===== src/rtl/timer_arb_pkg.sv =====
// Shared encodings for the timer request arbiter: FSM states and the serial frame layout.
package timer_arb_pkg;

  localparam logic [1:0] IDLE      = 2'd0;
  localparam logic [1:0] SEND      = 2'd1;
  localparam logic [1:0] WAIT_DONE = 2'd2;
  localparam logic [1:0] ACK       = 2'd3;

  localparam int unsigned FRAME_W       = 8;
  localparam int unsigned DELAY_W       = 4;
  localparam logic [3:0]  START_PATTERN = 4'b1101;

endpackage


===== src/rtl/rr_pick.sv =====
// Combinational round-robin selector: first set request at or after ptr, wrapping.
module rr_pick #(
  parameter int unsigned N_REQ = 4,
  parameter int unsigned ID_W  = 2
) (
  input  logic [N_REQ-1:0] req,
  input  logic [ID_W-1:0]  ptr,
  output logic             valid,
  output logic [ID_W-1:0]  idx
);

  always_comb begin
    valid = 1'b0;
    idx   = '0;
    // Scan downwards so the lowest offset from ptr wins.
    for (int i = int'(N_REQ) - 1; i >= 0; i--) begin
      if (req[(int'(ptr) + i) % int'(N_REQ)]) begin
        valid = 1'b1;
        idx   = ID_W'((int'(ptr) + i) % int'(N_REQ));
      end
    end
  end

endmodule


===== src/rtl/timer_req_arbiter.sv =====
// Round-robin front end that serialises one client's delay frame onto a shared timer.
// Optional WAIT_DONE timeout is enabled by defining TIMER_ARB_TIMEOUT_EN.
module timer_req_arbiter
  import timer_arb_pkg::*;
#(
  parameter int unsigned N_REQ      = 4,
  parameter int unsigned ID_W       = 2,
  parameter int unsigned WAIT_LIMIT = 16
) (
  input  logic                     clk,
  input  logic                     reset_n,
  input  logic [N_REQ-1:0]         req,
  input  logic [DELAY_W*N_REQ-1:0] req_delay,
  output logic                     tmr_data,
  output logic                     tmr_ack,
  input  logic                     tmr_counting,
  input  logic                     tmr_done,
  output logic                     busy,
  output logic [ID_W-1:0]          grant_id,
  output logic                     cmp_valid,
  output logic [ID_W-1:0]          cmp_id,
  output logic                     err
);

  logic [1:0]         state_d, state_q;
  logic [ID_W-1:0]    ptr_d, ptr_q;
  logic [ID_W-1:0]    grant_id_d, grant_id_q;
  logic [FRAME_W-1:0] frame_d, frame_q;
  logic [2:0]         bit_cnt_d, bit_cnt_q;
  logic               tmr_data_d, tmr_data_q;

  logic               pick_valid;
  logic [ID_W-1:0]    pick_id;
  logic [DELAY_W-1:0] pick_delay;
  logic [ID_W-1:0]    ptr_nxt;
  logic               timeout;

  rr_pick #(
    .N_REQ (N_REQ),
    .ID_W  (ID_W)
  ) u_rr_pick (
    .req   (req),
    .ptr   (ptr_q),
    .valid (pick_valid),
    .idx   (pick_id)
  );

  assign pick_delay = req_delay[pick_id*DELAY_W +: DELAY_W];
  assign ptr_nxt    = (grant_id_q == ID_W'(N_REQ - 1)) ? '0 : grant_id_q + 1'b1;

`ifdef TIMER_ARB_TIMEOUT_EN
  localparam int unsigned CntW = $clog2(WAIT_LIMIT + 1);

  logic [CntW-1:0] wait_cnt_d, wait_cnt_q;
  logic            seen_d, seen_q;
  logic            err_q;

  // A timer that never showed counting nor done is presumed dead.
  assign timeout = (state_q == WAIT_DONE) && !tmr_done && !tmr_counting && !seen_q &&
                   (wait_cnt_q == CntW'(WAIT_LIMIT - 1));

  always_comb begin
    wait_cnt_d = '0;
    seen_d     = 1'b0;
    if (state_q == WAIT_DONE) begin
      wait_cnt_d = wait_cnt_q + 1'b1;
      seen_d     = seen_q | tmr_counting;
    end
  end

  always_ff @(posedge clk or negedge reset_n) begin
    if (!reset_n) begin
      wait_cnt_q <= '0;
      seen_q     <= 1'b0;
      err_q      <= 1'b0;
    end else begin
      wait_cnt_q <= wait_cnt_d;
      seen_q     <= seen_d;
      err_q      <= timeout;
    end
  end

  assign err = err_q;
`else
  logic unused_cfg;
  assign unused_cfg = tmr_counting | (WAIT_LIMIT == 0);
  assign timeout    = 1'b0;
  assign err        = 1'b0;
`endif

  always_comb begin
    state_d    = state_q;
    ptr_d      = ptr_q;
    grant_id_d = grant_id_q;
    frame_d    = frame_q;
    bit_cnt_d  = bit_cnt_q;
    tmr_data_d = 1'b0;
    case (state_q)
      IDLE: begin
        if (pick_valid) begin
          grant_id_d = pick_id;
          frame_d    = {START_PATTERN, pick_delay};
          // First frame bit goes out on the cycle right after the grant.
          tmr_data_d = START_PATTERN[3];
          bit_cnt_d  = '0;
          state_d    = SEND;
        end
      end
      SEND: begin
        frame_d   = frame_q << 1;
        bit_cnt_d = bit_cnt_q + 3'd1;
        if (bit_cnt_q == 3'd7) begin
          state_d = WAIT_DONE;
        end else begin
          tmr_data_d = frame_q[FRAME_W-2];
        end
      end
      WAIT_DONE: begin
        if (tmr_done) begin
          state_d = ACK;
        end else if (timeout) begin
          ptr_d   = ptr_nxt;
          state_d = IDLE;
        end
      end
      ACK: begin
        ptr_d   = ptr_nxt;
        state_d = IDLE;
      end
      default: state_d = IDLE;
    endcase
  end

  always_ff @(posedge clk or negedge reset_n) begin
    if (!reset_n) begin
      state_q    <= IDLE;
      ptr_q      <= '0;
      grant_id_q <= '0;
      frame_q    <= '0;
      bit_cnt_q  <= '0;
      tmr_data_q <= 1'b0;
    end else begin
      state_q    <= state_d;
      ptr_q      <= ptr_d;
      grant_id_q <= grant_id_d;
      frame_q    <= frame_d;
      bit_cnt_q  <= bit_cnt_d;
      tmr_data_q <= tmr_data_d;
    end
  end

  assign tmr_data  = tmr_data_q;
  assign tmr_ack   = (state_q == ACK);
  assign cmp_valid = (state_q == ACK);
  assign busy      = (state_q != IDLE);
  assign grant_id  = grant_id_q;
  assign cmp_id    = (cmp_valid || err) ? grant_id_q : '0;

endmodule


===== config.mk =====
export PLATFORM = sky130hd
export DESIGN_NAME = timer_req_arbiter
export DESIGN_NICKNAME = d
export VERILOG_FILES = /design/src/rtl/timer_arb_pkg.sv /design/src/rtl/rr_pick.sv /design/src/rtl/timer_req_arbiter.sv
export SDC_FILE = /design/constraint.sdc
export NUM_CORES = 1
export LEC_CHECK = 0
export ABC_AREA = 1
export BUFFER_PORTS_ARGS = -buffer_cell sky130_fd_sc_hd__buf_2
export CAP_MARGIN = 20
export CORE_UTILIZATION = 30
export CTS_BUF_LIST = sky130_fd_sc_hd__clkbuf_16
export CTS_CLUSTER_DIAMETER = 100
export DETAILED_ROUTE_END_ITERATION = 16
export GPL_TIMING_DRIVEN = 0
export PLACE_DENSITY_LB_ADDON = 0.12
export SETUP_SLACK_MARGIN = 0.15
export SLEW_MARGIN = 15
export SYNTH_ARGS = -nofsm -noshare
export SYNTH_HDL_FRONTEND = slang
export SYNTH_SLANG_ARGS = --single-unit

===== constraint.sdc =====
create_clock -name clk -period 4.2 [get_ports clk]
set_input_delay 0.21 -clock clk [delete_from_list [all_inputs] [get_ports clk]]
set_output_delay 0.21 -clock clk [all_outputs]
set_load 0.005 [all_outputs]

# [Yosys cells after proc, flatten, opt, wreduce, memory -nomap -nowiden]
# Cells that the tools add are included.
[classes] order_cmp=4 n_mux=32 add_sub_neg=5 eq_ne=8 n_reduce_logical=9 shift=1 bitwise=3
[ops] op="$mux W2" n=9
[ops] op="$shiftx A16 B5 Y4" n=1
[ops] op="$pmux W7 S2" n=1
[ops] op="$mux W1" n=13
[ops] op="$lt A3 B4 Y1 const B" n=3
[ops] op="$bmux W1 S2" n=4
[ops] op="$pmux W2 S4" n=1
[ops] op="$mux W7" n=1
[ops] op="$eq A2 B2 Y1 const B" n=3
[ops] op="$ne A2 B2 Y1 const B" n=3
[ops] op="$pmux W3 S2" n=1
[ops] op="$reduce_or A2 Y1" n=3
[ops] op="$add A2 B1 Y2 const B" n=2
[ops] op="$add A2 B2 Y2 const B" n=2
[ops] op="$reduce_and A2 Y1" n=2
[ops] op="$reduce_bool A2 Y1" n=2
[ops] op="$add A3 B1 Y3 const B" n=1
[ops] op="$and A1 B1 Y1 const A" n=3
[ops] op="$eq A3 B3 Y1 const B" n=1
[ops] op="$lt A2 B3 Y1 const B" n=1
[ops] op="$mux W3" n=1
[ops] op="$reduce_and A3 Y1" n=1
[ops] op="$eq A2 B1 Y1 const B" n=1
[ops] op="$logic_not A2 Y1" n=1
[ops] op="$pmux W1 S2" n=1
[word_totals] ff_bits=17 word_cells=68 output_inout_bits=9

# [Logic depth before layout (Yosys ltp)]
[depth] ltp_word=13 depth_mapped=13 depth_no_buf=13

# [Hierarchy]
# Synthesis repeated with hierarchy kept, for this count alone.
[unflattened] hier_cells=176 hier_area_um2=1192.4
[by_module_without_submodules] mod="timer_req_arbiter" area_each_um2=979.7 n_inst=1 seq_area_each_um2=425.4 cells_per_inst=130
[by_module_without_submodules] mod="rr_pick" area_each_um2=212.7 n_inst=1 seq_area_each_um2=0.0 cells_per_inst=46

# [Least setup slack after synthesis]
# Ideal clock, no wire load.
[synth_timing] kind="flip-flop to flip-flop" start="reg ptr_q[0]" end="reg frame_q[1]" t_arrival_ps=1380 setup_ps=117 required_time_ps=4083 slack_ps=2702 path_stages_with_launch=12 synth_period_minus_slack_ps=1498 path_cell_list="dfrtp_1 -> buf_6 -> o21ai_2 -> nand2_2 -> nand3_2 -> nand2_2 -> nand2_4 -> nand2_4 -> nand2_1 -> nand3_1 -> nand3_1 -> nand2_1"
[synth_via] elab_chain_cells=11 word_cells_on_any_way=27
[synth_lines] element="from (decl)" line="timer_req_arbiter.sv:26" text="logic [ID_W-1:0] ptr_d, ptr_q;"
[synth_lines] element="from (signal assigned)" line="timer_req_arbiter.sv:144" text="ptr_q <= ptr_d;"
[synth_lines] element="$add A2 B2 Y2" line="rr_pick.sv:17, rr_pick.sv:19"
[synth_lines] element="$bmux W1 S2" line="rr_pick.sv:17" text="if (req[(int'(ptr) + i) % int'(N_REQ)]) begin"
[synth_lines] element="$mux W1 (not written as such) (2 in series)" line="rr_pick.sv:17"
[synth_lines] element="$mux W2 (4 in series)" line="rr_pick.sv:17"
[synth_lines] element="$shiftx A16 B5 Y4" line="timer_req_arbiter.sv:48" text="assign pick_delay = req_delay[pick_id*DELAY_W +: DELAY_W];"
[synth_lines] element="$mux W7" line="timer_req_arbiter.sv:100" text="if (pick_valid) begin"
[synth_lines] element="$pmux W7 S2" line="timer_req_arbiter.sv:98" text="case (state_q)"
[synth_lines] element="to (signal assigned)" line="timer_req_arbiter.sv:146" text="frame_q <= frame_d;"
[synth_lines] element="to (decl)" line="timer_req_arbiter.sv:28" text="logic [FRAME_W-1:0] frame_d, frame_q;"
# Several ways; a longest one is shown, not always the timed one. The select of a mux whose other input is x is not followed.
# A chain may end at the register's enable or synchronous reset.

# [Worst setup path after layout]
[layout_timing] start="reg ptr_q[0]" end="reg frame_q[2]"
# The elaborated chain is that of the path after synthesis.

==> out/qor.csv <==
stage;metric;value;unit
worst_setup_path;cp-end-kind;flop;
global_route;antenna_found_initial;0;
pwr;p_per_area;821;nW/um2
timing;fin_setup_tns;0;ps
timing;whs;297;ps
clock_network;cts_tree;built;
clock_network;htree_levels;1;
worst_setup_path;path_cells;buf_6, xnor2_1, nand2_1, nand3_1, inv_2, nand2_2, nand2_2, nor2_1, nand3_1, nand2_1;
floorplanning;num_rows;23;
clock_network;clkLatencyLatePin;250;ps
detailed_routing;ant_nets;0;
final_layout;most-common-layout-cells;47 x nand2_1, 32 x nand3_1, 30 x buf_2;
detailed_routing;wirelength;2700;um
timing;finalSetupViolCount;0;
job;maxCapViolations;0;
logic_synthesis;syn-cell-area;1260;um2
global_route;overflow;0;
timing;min_period;1700;ps
timing;fin_crit_sh;40.5;%
logic_synthesis;syn_nets;205;
timing;max_freq;588;MHz
clock_network;clock-sinks;17;
clock_network;cts-hold-fix-buffers;1;
timing;hold_viol;0;
place;gp_congestion;0.828;
detailed_routing;drc;0;
clock_network;cts_buffers;3;
floorplanning;start_util;31.3;%
final_layout;drive_above_1_share;29.3;%
detailed_routing;vias;1177;
logic_synthesis;ys_ff_latch;17;
floorplanning;coreArea;4030;um2
place;hpwl;2180;um
worst_setup_path;worstSetupPathType;flop to flop;
worst_setup_path;slowest_delay;390;ps
logic_synthesis;synth.distinct_cells;23;
min_path;worstHoldPathType;input pin to flop;
detailed_routing;drtIter0Drc;54;
global_route;grt_first_pass_wirelength;4530;um
final_layout;mostFrequentLayoutCell;nand2_1;
final_layout;n_antenna_cell;0;
worst_setup_path;start_kind;flop;
detailed_routing;wl_per_cell;10.5;um
clock_network;cts.path.max_buffers;2;
clock_network;clkTransAtPathRegs;50;ps
global_route;first_global_vias;1145;
logic_synthesis;synth_warnings;0;
final_layout;nets;241;
worst_setup_path;endpoint;frame_q[2];
worst_setup_path;cp_data_required_time;4390;ps
clock_network;ctsResizeCount;0;
detailed_routing;firstDrtPassIters;4;
logic_synthesis;syn_inst;173;
final_layout;areaGrowthSynthToFinish;24.0;%
worst_setup_path;critPathLaunch;ptr_q[0];
worst_setup_path;critPathMaxFanout;10;
floorplanning;fp.dieH;66.9;um
global_route;grt_max_degree;18;
detailed_routing;via_per_inst;4.56;
outcome;outcome;finished clean;
worst_setup_path;critPathArrivalTime;1890;ps
floorplanning;design.die.area;4470;um2
floorplanning;fp.dieW;66.9;um
worst_setup_path;reg2reg_slack;2500;ps
min_path;min_from;req_delay[13];
global_route;grt_usage;13.5;%
timing;fin_worst_skew;5.39;ps
timing;drv_slew;0;
pwr;power;0.00128;W
worst_setup_path;r2r-end;frame_q[2];
pwr;ir_drop;0.000199;V
logic_synthesis;synth_area_per_cell;7.30;um2
worst_setup_path;cp_slowest_cell;dfrtp_1;
clock_network;cts_root_buf;clkbuf_16;
floorplanning;io_pins;33;
place;port_buffers;30;
worst_setup_path;r2r_cells;10;
pwr;p_leak;0.891;nW
clock_network;cts_setup_buffers;0;
worst_setup_path;r2r-start;ptr_q[0];
timing;rsz0062_at_grt;no;
logic_synthesis;yosysSeqAreaShare;33.7;%
==> through the flow <==
stage               setup WS [ps]  utilization, %  instances  cell area, um2
floorplan                    2700               -        173            1260
CTS                          2490            38.9        258            1570
global route                 2350            38.9        258            1570
finish                       2500            38.9        258            1570
global placement             2540            36.6        253            1480
detailed placement           2490            36.6        253            1480
==> kinds of logic after synthesis <==
kind of cell	after synthesis	synth area share [%]
AO/OA/AOI/OAI	15	6.84
AND/OR/NAND/NOR	100	39.5
other	1	0.297
buffers and inverters	31	11.0
adder cells (fa/ha/maj)	8	7.93
flip-flops	17	33.7
XOR/XNOR	1	0.694
==> where the power goes <==
group          total [W]  internal, W  leakage (nW)  switching [W]
registers       0.000297     0.000245         0.210      0.0000524
clock network   0.000189     0.000127        0.0409      0.0000619
logic           0.000798     0.000299         0.641       0.000499
==> area by class of cell <==
| class | instances | area [um2] |
|---|---|---|
| clock inverters | 1 | 5.00 |
| fillers | 429 | 2460 |
| flip-flops and latches | 17 | 425 |
| repair buffers | 31 | 160 |
| multi-input cells | 125 | 698 |
| clock buffers | 3 | 75.1 |
| well taps | 50 | 62.6 |
| plain buffers | 4 | 37.5 |
| inverters | 27 | 101 |
==> flip-flops by register name, summed over array words and instances (netlist names) <==
name,cells
ptr_q,2
bit_cnt_q,3
frame_q,7
grant_id,2
tmr_data,1
state_q,2
==> per-layer routing <==
layer  routed length [um]  up-vias  GRT usage [%]  share of wire, %
met1                 1300      525           16.3                48
met2                 1250       31           23.1                46
met3                  131        2           2.57               4.9
li1                     -      619              -                 -
met5                    0        -              0                 0
met4                   10        0           5.85              0.37
==> critical path, delay by kind of cell (launching register included) <==
family | cells | cell delay, ps
flops | 1 | 390
xor+xnor | 1 | 230
simple gates | 7 | 800
buf+inv | 2 | 210
==> worst min-delay path by stage <==
stage | to | slack, ps | cells after the start
after floorplan | bit_cnt_q[0] | -90 | 0
after global placement | ptr_q[0] | 160 | 1
after detailed placement | grant_id[0] | 160 | 1
after CTS | frame_q[0] | 300 | 5
after global routing | frame_q[1] | 330 | 5
final | frame_q[1] | 300 | 5
==> synth_stat cells <==
library cell / n / area [um2]
inv_2: 5 / 18.8
nand2_1: 47 / 176
o21ai_0: 7 / 35.0
a21oi_1: 3 / 15.0
nand3_2: 2 / 20.0
o22ai_1: 1 / 6.26
ha_1: 8 / 100
nand3_1: 32 / 160
nor3_4: 1 / 16.3
nor2_1: 5 / 18.8
nand3_4: 1 / 17.5
buf_4: 2 / 15.0
nand2_2: 8 / 50.1
inv_1: 22 / 82.6
buf_6: 2 / 22.5
o211ai_1: 1 / 7.51
xnor2_1: 1 / 8.76
dfrtp_1: 17 / 425
or2_2: 1 / 6.26
o21ai_1: 1 / 5.00
conb_1: 1 / 3.75
o21ai_2: 2 / 17.5
nand2_4: 3 / 33.8
Note: power is estimated with default switching activity, not from simulation.
